**src/rtl/div_chk_pkg.sv**
```systemverilog
// Types and defaults shared by the divider ratio checker and its channels.
package div_chk_pkg;

    typedef enum logic [1:0] {
        IDLE    = 2'd0,
        SEEK    = 2'd1,
        MEASURE = 2'd2,
        LOCKED  = 2'd3
    } chk_state_e;

    localparam int DEF_RUN_W = 4;
    localparam int DEF_CNT_W = 8;

    // Channel k watches the divide-by-2*(k+1) output, so its half-period is k+1 cycles.
    function automatic int exp_half(input int k);
        return k + 1;
    endfunction

endpackage

```
**src/rtl/div_chk_channel.sv**
```systemverilog
// One divider channel: run-length measurement, lock FSM and fault bookkeeping.
// All outputs registered, 1 cycle after the offending sample; pure sink, never stalls.
module div_chk_channel
    import div_chk_pkg::*;
#(
    parameter int H         = 1,
    parameter int LOCK_RUNS = 4,
    parameter int RUN_W     = DEF_RUN_W,
    parameter int CNT_W     = DEF_CNT_W
) (
    input  logic             clk_i,
    input  logic             resetn_i,
    input  logic             en_i,
    input  logic             clr_err_i,
    input  logic             div_i,
    output logic             locked_o,
    output logic             fault_pulse_o,
    output logic             err_sticky_o,
    output logic [CNT_W-1:0] fault_cnt_o
);

    localparam int               GOOD_W    = $clog2(LOCK_RUNS + 1);
    localparam logic [RUN_W-1:0] RUN_MAX   = '1;
    localparam logic [RUN_W-1:0] H_RUN     = RUN_W'(H);
    localparam logic [GOOD_W-1:0] GOOD_LAST = GOOD_W'(LOCK_RUNS - 1);
    localparam logic [CNT_W-1:0] CNT_MAX   = '1;

    // The stuck check needs run to reach H before saturating, so H must leave headroom.
    if (H < 1 || H > (2 ** RUN_W) - 2) begin : g_bad_half_period
        $error("div_chk_channel: half-period %0d does not fit RUN_W=%0d", H, RUN_W);
    end

    chk_state_e        state_q, state_d;
    logic              d_q;
    logic [RUN_W-1:0]  run_q, run_d;
    logic [GOOD_W-1:0] good_q, good_d;
    logic              locked_q;
    logic              fault_pulse_q;
    logic              err_q, err_d;
    logic [CNT_W-1:0]  cnt_q, cnt_d;

    logic edge_det;
    logic run_ok;
    logic fault;

    assign edge_det = (div_i != d_q);
    assign run_ok   = (run_q == H_RUN);

    always_comb begin
        run_d = run_q;
        if (edge_det) begin
            run_d = RUN_W'(1);
        end else if (run_q != RUN_MAX) begin
            run_d = run_q + RUN_W'(1);
        end
    end

    always_comb begin
        state_d = state_q;
        good_d  = good_q;
        fault   = 1'b0;
        if (!en_i) begin
            state_d = IDLE;
            good_d  = '0;
        end else begin
            case (state_q)
                IDLE: begin
                    state_d = SEEK;
                end
                SEEK: begin
                    if (edge_det) begin
                        state_d = MEASURE;
                        good_d  = '0;
                    end
                end
                MEASURE: begin
                    if (edge_det) begin
                        if (!run_ok) begin
                            good_d = '0;
                        end else if (good_q == GOOD_LAST) begin
                            state_d = LOCKED;
                            good_d  = '0;
                        end else begin
                            good_d = good_q + GOOD_W'(1);
                        end
                    end
                end
                LOCKED: begin
                    if ((edge_det && !run_ok) || (!edge_det && (run_q >= H_RUN))) begin
                        fault   = 1'b1;
                        state_d = MEASURE;
                        good_d  = '0;
                    end
                end
                default: begin
                    state_d = IDLE;
                    good_d  = '0;
                end
            endcase
        end
    end

    // Clear is applied before the increment so a coincident fault still leaves a count of one.
    always_comb begin
        err_d = err_q;
        cnt_d = cnt_q;
        if (clr_err_i) begin
            err_d = 1'b0;
            cnt_d = '0;
        end
        if (fault) begin
            err_d = 1'b1;
            if (cnt_d != CNT_MAX) begin
                cnt_d = cnt_d + CNT_W'(1);
            end
        end
    end

    always_ff @(posedge clk_i or negedge resetn_i) begin
        if (!resetn_i) begin
            state_q       <= IDLE;
            d_q           <= 1'b0;
            run_q         <= '0;
            good_q        <= '0;
            locked_q      <= 1'b0;
            fault_pulse_q <= 1'b0;
            err_q         <= 1'b0;
            cnt_q         <= '0;
        end else begin
            state_q       <= state_d;
            d_q           <= div_i;
            run_q         <= run_d;
            good_q        <= good_d;
            locked_q      <= (state_d == LOCKED);
            fault_pulse_q <= fault;
            err_q         <= err_d;
            cnt_q         <= cnt_d;
        end
    end

    assign locked_o      = locked_q;
    assign fault_pulse_o = fault_pulse_q;
    assign err_sticky_o  = err_q;
    assign fault_cnt_o   = cnt_q;

endmodule

```
**config.mk**
```make
export PLATFORM = sky130hd
export DESIGN_NAME = div_chk_channel
export DESIGN_NICKNAME = d
export VERILOG_FILES = /design/src/rtl/div_chk_pkg.sv /design/src/rtl/div_chk_channel.sv
export SDC_FILE = /design/constraint.sdc
export NUM_CORES = 1
export LEC_CHECK = 0
export CELL_PAD_IN_SITES_DETAIL_PLACEMENT = 0
export CELL_PAD_IN_SITES_GLOBAL_PLACEMENT = 1
export CORE_MARGIN = 5
export CORE_UTILIZATION = 29
export CTS_BUF_LIST = sky130_fd_sc_hd__clkbuf_16
export CTS_CLUSTER_DIAMETER = 50
export CTS_CLUSTER_SIZE = 8
export DETAILED_ROUTE_END_ITERATION = 16
export PLACE_DENSITY_LB_ADDON = 0.1
export SYNTH_ARGS = -nofsm -noshare
export SYNTH_HDL_FRONTEND = slang
export SYNTH_SLANG_ARGS = --single-unit
```
**constraint.sdc**
```tcl
create_clock -name clk_i -period 2.3 [get_ports clk_i]
set_clock_uncertainty 0.15 [all_clocks]
set_input_delay 0.23 -clock clk_i [delete_from_list [all_inputs] [get_ports clk_i]]
set_output_delay 0.23 -clock clk_i [all_outputs]
set_load 0.01 [all_outputs]
```
==> impl_metrics.toml, run 1 <==
[finish]
seq_area_um2 = 526
area_growth_pct = 35.9
multi_input_area_um2 = 577
final_nets = 156
fillers = 365
drive_gt1_share_pct = 20.0
final_area_um2 = 1530
diodes = 0

[critical_path]
cp-start-kind = "flip-flop"
r2r_cells = 7
reg2reg_from = "run_q[1]"
critical_path_class = "reg2reg"
crit_fanout = 3
crit_top_cell = "mux2_4"
crit_slowest_cell = "or4b_1"
r2r-end = "good_q[1]"
end_kind = "flip-flop"
cp_slowest_stage_delay_ns = 0.45
reg2reg_slack_ns = -0.02
cp.required_ns = 2.28
cp.arrival_ns = 2.31
crit_chain = "inv_2 > ha_2 > or4b_1 > mux2_4 > or2_4 > a31oi_4 > mux2_4"

[floorplanning]
ioPinCount = 16
die_w_um = 72.4
start_util_pct = 30.4
rows = 22
core-area_um2 = 3720
die_y_um = 72.4
dieArea_um2 = 5240

[detailed_routing]
drc = 0
via_per_inst = 4.65
totalWireLength_um = 2290
vias = 897
top_layer_used = "met4"
wire_per_inst_um = 11.8
firstDrtPassIters = 6
route.met2.wl_um = 1090
wl_met3_um = 103
wl_met1_um = 1080
ant_nets = 0
dr.first_iter.drc_count = 51

[yosys]
ys.warnings.count = 0
yosys-top-cells-area = "dfrtp_1 47%, ha_1 5.5%, nand2b_1 3.9%, nor2_1 3.3%, nand3_1 3.1%"
synth_cells = 112
yosysMostFrequentCell = "dfrtp_1"
ys_seq_area_share_pct = 46.6
yosysUniqueCellTypes = 35
synth_area_um2 = 1130
synthTopCellsByCount = "21 x dfrtp_1, 10 x nor2_1, 8 x nand2_1, 7 x nand2b_1, 7 x nand3_1"
synth_edf_count = 0
syn_nets = 122
ys_seq_elements = 21
ys.flop_type = "dfrtp_1"
yosysTopAreaCell = "dfrtp_1"
syn_avg_cell_area_um2 = 10.1
yosys.area.top_type_share_pct = 46.6
async_flop_share_pct = 100

[cts]
cts_sinks = 21
clockRootBuffer = "clkbuf_16"
hold_buffers = 0
insertion_delay_ns = 0.25
cts_tree = "yes"
path_clk_slew_ns = 0.06
h-tree-depth = 1
cts_buffer_depth = 2
cts_inserted_buffers = 3

[timing]
setup_viol = 1
clock.fmax_mhz = 430
period_needed_ns = 2.32
relSlewSlack_pct = 77.3
maxSlewViolCount = 0
worst_slew_pin_slew_ns = 0.338
finalWorstSetupSlack_ns = -0.0249
hold_viol = 0
fin_crit_sh_pct = 101
rsz0062_at_grt = "yes"

[power]
leakage_uw = 0.000692
ir_drop_v = 0.000301
combinationalPowerShare_pct = 19.4
p_per_area_nw_per_um2 = 621
p_clk_share_pct = 37.7
power.internal_uw = 723
pwr-share-seq_pct = 42.9
switching_share_pct = 24.1
p_switching_uw = 230

[global_routing]
grt_pass1_wl_um = 3950
grt_antenna_before_repair = 0
track_usage_pct = 9.58
grt_start_max_net_pins = 22
grt_pass1_vias = 881
gr-total-overflow = 0

[placement]
dp_worst_setup_slack_ns = -0.0519
dpl.hpwl_um = 1810
port_buffers = 15
dpl_cell_area_um2 = 1450
gp_congestion = 0.746

[run]
cap_violations = 0

[min_path]
min-delay-path-class = "in2async"

[run_status]
violations = "setup timing"
status = "finished, violations left"
routing by layer:
layer  vias up  track usage (%)
met3         2             1.39
met2        13             15.7
met4         0             4.71
li1        457                -
met1       425             12.3
met5         -                0
layout by cell type, fill, tap and decap left out, drive strengths merged, types with 2 or more instances in the layout:
cell,instances
clkbuf,3
dfrtp,21
nor4,2
a31oi,2
nor2b,4
nand2b,7
mux2,4
mux2i,2
xor2,3
a21oi,4
nand4,3
nand2,8
ha,5
nand3,7
clkdlybuf4s50,15
nor3,4
or3,2
a21o,3
buf,16
inv,7
xnor2,2
nor2,10
o21ai,2
state kept, by name, indices dropped and copies added, names as in the netlist:
| name | cells |
|---|---|
| d_q | 1 |
| state_q | 2 |
| fault_pulse_o | 1 |
| run_q | 4 |
| locked_o | 1 |
| good_q | 3 |
| fault_cnt_o | 8 |
| err_sticky_o | 1 |
layout make-up:
class | instances | share of cell area, %
sequential | 21 | 34.3
clock buffer | 3 | 4.89
inverter | 6 | 1.47
timing repair buffer | 31 | 17.6
tap | 48 | 3.92
clock inverter | 1 | 0.245
multi-input combinational | 83 | 37.6
power groups by stage:
stage          clock, µW  sequential (µW)  combinational (µW)
5_1_grt              393              412                 208
3_3_place_gp           0              414                 172
4_1_cts              380              408                 181
2_1_floorplan          0              419                91.5
6_report             360              408                 185
3_5_place_dp           0              414                 176
stage by stage:
stage | utilization, % | power (µW) | setup TNS, ns | hold WS, ns | cells
2_1_floorplan | - | 511 | -0.0552 | -0.216 | 112
3_5_place_dp | 38.9 | 590 | -0.0519 | 0.324 | 188
5_1_grt | 41.3 | 1010 | -0.117 | 0.221 | 193
6_report | 41.3 | 953 | -0.0249 | 0.183 | 193
3_3_place_gp | 38.9 | 586 | -0.00559 | 0.320 | 188
4_1_cts | 41.1 | 969 | -0.0556 | 0.189 | 192
cell families (layout without fill, tap and decap cells):
kind of cell | count (synthesis) | in the layout | synth area share (%)
AOI/OAI and AO/OA | 14 | 14 | 8.98
xor gates and xnor gates | 5 | 5 | 4.55
adders and majority gates | 5 | 5 | 5.54
buffers and inverters | 8 | 41 | 3.33
DFF | 21 | 21 | 46.6
muxes | 6 | 6 | 6.10
and+or+nand+nor | 53 | 53 | 24.9
how the worst max path moves through the flow:
stage          startpoint         to  depth (start not counted)
3_5_place_dp     run_q[1]  good_q[1]                          7
5_1_grt          run_q[1]  good_q[1]                          7
2_1_floorplan    run_q[1]  good_q[1]                          7
4_1_cts          run_q[0]  good_q[1]                          6
6_report         run_q[1]  good_q[1]                          7
3_3_place_gp     run_q[1]  good_q[1]                          7
worst max-delay path: cells and delay by family, from the launching register on:
kind            cells  cell delay [ns]
compound gates      1             0.18
simple gates        2             0.70
flops               1             0.36
mux                 2             0.60
buf+inv             1             0.05
fa+ha+maj           1             0.17
what timing repair did:
item / 4_1_cts / 5_1_grt
gates resized for setup: 2 / 0
pin swaps: 1 / 2
gates cloned: 0 / 0
setup endpoints to repair: 1 / 2
buffers inserted: 0 / 1
Note: power is estimated with default switching activity, not from simulation.
==> inputs of run 2 (changes only) <==
==> constraint.sdc (replaced) <==
create_clock -name clk_i -period 2.4 [get_ports clk_i]
set_clock_uncertainty 0.15 [all_clocks]
set_input_delay 0.24 -clock clk_i [delete_from_list [all_inputs] [get_ports clk_i]]
set_output_delay 0.24 -clock clk_i [all_outputs]
set_load 0.01 [all_outputs]
==> impl_metrics.toml, run 2 (synthesis gave the netlist of run 1 again) <==
[floorplanning]
dieArea_um2 = 5240
die_w_um = 72.4
rows = 22
start_util_pct = 30.4
die_y_um = 72.4
ioPinCount = 16
core-area_um2 = 3720

[detailed_routing]
via_per_inst = 4.59
wire_per_inst_um = 12.4
drc = 0
firstDrtPassIters = 4
ant_nets = 0
vias = 868
totalWireLength_um = 2350
dr.first_iter.drc_count = 17

[cts]
path_clk_slew_ns = 0.06
hold_buffers = 0
cts_sinks = 21
insertion_delay_ns = 0.25
h-tree-depth = 1
cts_buffer_depth = 2
clockRootBuffer = "clkbuf_16"
cts_inserted_buffers = 3
cts_tree = "yes"

[finish]
drive_gt1_share_pct = 17.0
area_growth_pct = 33.3
layout_common_cells = "21 x dfrtp_1, 15 x clkdlybuf4s50_1, 12 x buf_4, 10 x nor2_1, 8 x nand2_1"
final_nets = 152
fillers = 369
seq_area_um2 = 526
largest_reg_flops = 8
finalNonFillerCells = 189
diodes = 0
multi_input_area_um2 = 577
final_area_um2 = 1500
final_common_cell = "dfrtp_1"

[critical_path]
end_kind = "flip-flop"
crit_chain = "ha_2 > or4b_1 > mux2_4 > or2_4 > a31oi_4 > mux2_4"
crit_fanout = 3
reg2reg_from = "run_q[0]"
crit_slowest_cell = "or4b_1"
critical_path_class = "reg2reg"
r2r-end = "good_q[1]"
r2r_cells = 6
cp.required_ns = 2.38
cp-start-kind = "flip-flop"
crit_top_cell = "mux2_4"
cp.arrival_ns = 2.34
cp_slowest_stage_delay_ns = 0.45
reg2reg_slack_ns = 0.04

[global_routing]
grt_start_max_net_pins = 22
track_usage_pct = 9.71
grt_pass1_vias = 865
gr-total-overflow = 0
grt_antenna_before_repair = 0
grt_pass1_wl_um = 4100

[timing]
maxSlewViolCount = 0
fin_crit_sh_pct = 98.4
relSlewSlack_pct = 75.9
rsz0062_at_grt = "yes"
clock.fmax_mhz = 424
setup_viol = 0
worst_slew_pin_slew_ns = 0.358
period_needed_ns = 2.36
hold_viol = 0

[placement]
placed_cells = 183
dpl_cell_area_um2 = 1400
gp_congestion = 0.764
dpl.hpwl_um = 1820
port_buffers = 15

[run]
cap_violations = 0

[run_status]
status = "finished, final reports clean"

[min_path]
min-delay-path-class = "in2async"

[power]
power_uw = 910
p_per_area_nw_per_um2 = 605
ir_drop_v = 0.000225
leakage_uw = 0.000672
run 2: changes by cell type in the layout (fill, tap and decap cells not counted):
| cell | change |
|---|---|
| inv_1 | +1 |
| inv_2 | -1 |
| buf_4 | -4 |
run 2: worst max-delay path, delay by kind of cell (launching register included):
kind / cells / cell delay, ns
AOI/OAI and AO/OA: 1 / 0.21
adders and majority gates: 1 / 0.19
DFF: 1 / 0.40
and+or+nand+nor: 2 / 0.69
muxes: 2 / 0.60
run 2: how the worst max path moves through the flow:
stage,start,to,depth (start not counted)
2_1_floorplan,run_q[0],good_q[1],6
3_3_place_gp,run_q[0],good_q[1],6
3_5_place_dp,run_q[0],good_q[1],6
4_1_cts,run_q[0],good_q[1],6
5_1_grt,run_q[0],good_q[1],6
6_report,run_q[0],good_q[1],6
run 2: layer usage:
metal / up-vias / track usage [%] / routed length, µm
met5: - / 0 / 0
met4: 0 / 3.07 / 19
met3: 2 / 2.08 / 63
met2: 7 / 15.6 / 1100
met1: 413 / 13.0 / 1170
li1: 446 / - / -
run 2: cell type report:
| class | instances | area share (%) |
|---|---|---|
| multi-input combinational | 83 | 38.4 |
| inverter | 6 | 1.50 |
| sequential | 21 | 34.9 |
| clock buffer | 3 | 4.99 |
| tap | 48 | 3.99 |
| clock inverter | 1 | 0.250 |
| timing repair buffer | 27 | 16.0 |
run 2: where the power goes:
part           switching (µW)  internal [µW]  leakage [µW]
sequential               22.7            373      0.000283
clock                     125            222     0.0000423
combinational            75.1           92.1      0.000346
total                     222            687      0.000672
run 2: metrics by stage:
stage               hold slack (ns)  setup WS (ns)  utilization (%)  TNS, ns
finish                        0.190         0.0393             40.5        0
global route                  0.231        -0.0485             40.5  -0.0492
CTS                           0.200        0.00572             39.8        0
detailed placement            0.320        -0.0140             37.6  -0.0140
global placement              0.326         0.0388             37.6        0
floorplan                    -0.206         0.0158                -        0
run 2: repair_timing:
action                     in CTS  in global routing
pin swaps                       0                  1
resized for setup               1                  3
setup endpoints to repair       1                  2
buffers inserted                0                  2
==> inputs of run 3 (changes only) <==
--- a/config.mk
+++ b/config.mk
@@ -14,6 +14,7 @@
 export CTS_CLUSTER_SIZE = 8
 export DETAILED_ROUTE_END_ITERATION = 16
 export PLACE_DENSITY_LB_ADDON = 0.1
+export RECOVER_POWER = 100
 export SYNTH_ARGS = -nofsm -noshare
 export SYNTH_HDL_FRONTEND = slang
 export SYNTH_SLANG_ARGS = --single-unit
==> impl_metrics.toml, run 3 (synthesis gave the netlist of run 1 again) <==
[timing]
fin_crit_sh_pct = 98.4
hold_viol = 0
maxSlewViolCount = 0
setup_viol = 0
relSlewSlack_pct = 24.2
worst_slew_pin_slew_ns = 1.14
period_needed_ns = 2.36
rsz0062_at_grt = "yes"
clock.fmax_mhz = 424

[detailed_routing]
ant_nets = 0
via_per_inst = 4.59
wire_per_inst_um = 12.4
vias = 868
dr.first_iter.drc_count = 17
firstDrtPassIters = 4
totalWireLength_um = 2350
drc = 0

[global_routing]
grt_antenna_before_repair = 0
track_usage_pct = 9.71
grt_pass1_vias = 865
grt_start_max_net_pins = 22
gr-total-overflow = 0
grt_pass1_wl_um = 4100

[placement]
placed_cells = 183
port_buffers = 15
gp_congestion = 0.764
dpl.hpwl_um = 1820

[finish]
layout_common_cells = "21 x dfrtp_1, 14 x clkdlybuf4s50_1, 11 x buf_4, 10 x nor2_1, 8 x nand2_1"
finalNonFillerCells = 189
final_util_pct = 40.4
final_nets = 152
drive_gt1_share_pct = 16.3
largest_reg_flops = 8
final_common_cell = "dfrtp_1"
multi_input_area_um2 = 577
fillers = 371
diodes = 0
seq_area_um2 = 526
area_growth_pct = 32.9

[critical_path]
cp.required_ns = 2.38
critical_path_class = "reg2reg"
end_kind = "flip-flop"
cp-start-kind = "flip-flop"
cp.arrival_ns = 2.34
crit_fanout = 3

[floorplanning]
start_util_pct = 30.4
dieArea_um2 = 5240
core-area_um2 = 3720
die_y_um = 72.4
rows = 22
ioPinCount = 16
die_w_um = 72.4

[cts]
hold_buffers = 0
cts_buffer_depth = 2
cts_inserted_buffers = 3
path_clk_slew_ns = 0.06
cts_sinks = 21
h-tree-depth = 1
clockRootBuffer = "clkbuf_16"
cts_tree = "yes"
insertion_delay_ns = 0.25

[power]
leakage_uw = 0.000669
ir_drop_v = 0.000225
p_per_area_nw_per_um2 = 606

[run_status]
status = "finished, final reports clean"

[run]
cap_violations = 0

[min_path]
min-delay-path-class = "reg2reg"
-- run 3: cell count changes in the layout (fill, tap and decap cells not counted), sizes merged --
cell	delta
clkbuf	+1
dlygate4sd3	+1
clkdlybuf4s50	-1
buf	-1
-- run 3: critical path: stages, from the launching register on --
cell and delay, ns:
dfrtp_1 0.40, ha_2 0.19, or4b_1 0.45, mux2_4 0.29
or2_4 0.24, a31oi_4 0.21, mux2_4 0.31
-- run 3: timing repair --
action | 4_1_cts | 5_1_grt
resized for setup | 1 | 3
hold endpoints to repair | 0 | 0
endpoints found under the setup margin | 1 | 2
gates cloned | 0 | 0
pin swaps | 0 | 1
buffers inserted | 0 | 2
-- run 3: report_power, final --
part           total (µW)  internal, µW  switching (µW)
registers             396           373            22.7
clock network         346           222             125
logic                 166          91.0            75.0
-- run 3: cell type report --
class / count / share of cell area (%)
clock inverter: 1 / 0.250
multi-input combinational: 83 / 38.4
tap: 48 / 4.00
sequential: 21 / 35.0
timing repair buffer: 27 / 15.8
clock buffer: 3 / 5.00
inverter: 6 / 1.50
-- run 3: path summary, 6_finish.rpt --
path | start | to | slack (ns) | cells after the start
max | run_q[0] | good_q[1] | 0.04 | 6
min | good_q[2] | good_q[2] | 0.34 | 1
max reg2reg | run_q[0] | good_q[1] | 0.04 | 6
min reg2reg | good_q[2] | good_q[2] | 0.34 | 1
max in group asynchronous | resetn_i | good_q[0] | 0.84 | 2
min in group asynchronous | resetn_i | locked_o | 0.58 | 2
-- run 3: per-layer routing --
| metal | GRT usage [%] | part of all wire [%] |
|---|---|---|
| met1 | 13.0 | 50 |
| met2 | 15.6 | 47 |
| met3 | 2.08 | 2.7 |
| met4 | 3.07 | 0.81 |
| met5 | 0 | 0 |
-- run 3: stage by stage --
stage	instance area [µm²]	power [µW]	worst slack (ns)	setup TNS, ns	hold slack, ns
floorplan	1130	486	0.0158	0	-0.206
global placement	1400	549	0.0388	0	0.326
detailed placement	1400	554	-0.0140	-0.0140	0.320
CTS	1480	915	0.00572	0	0.200
global route	1500	953	-0.0485	-0.0492	0.386
finish	1500	909	0.0393	0	0.339
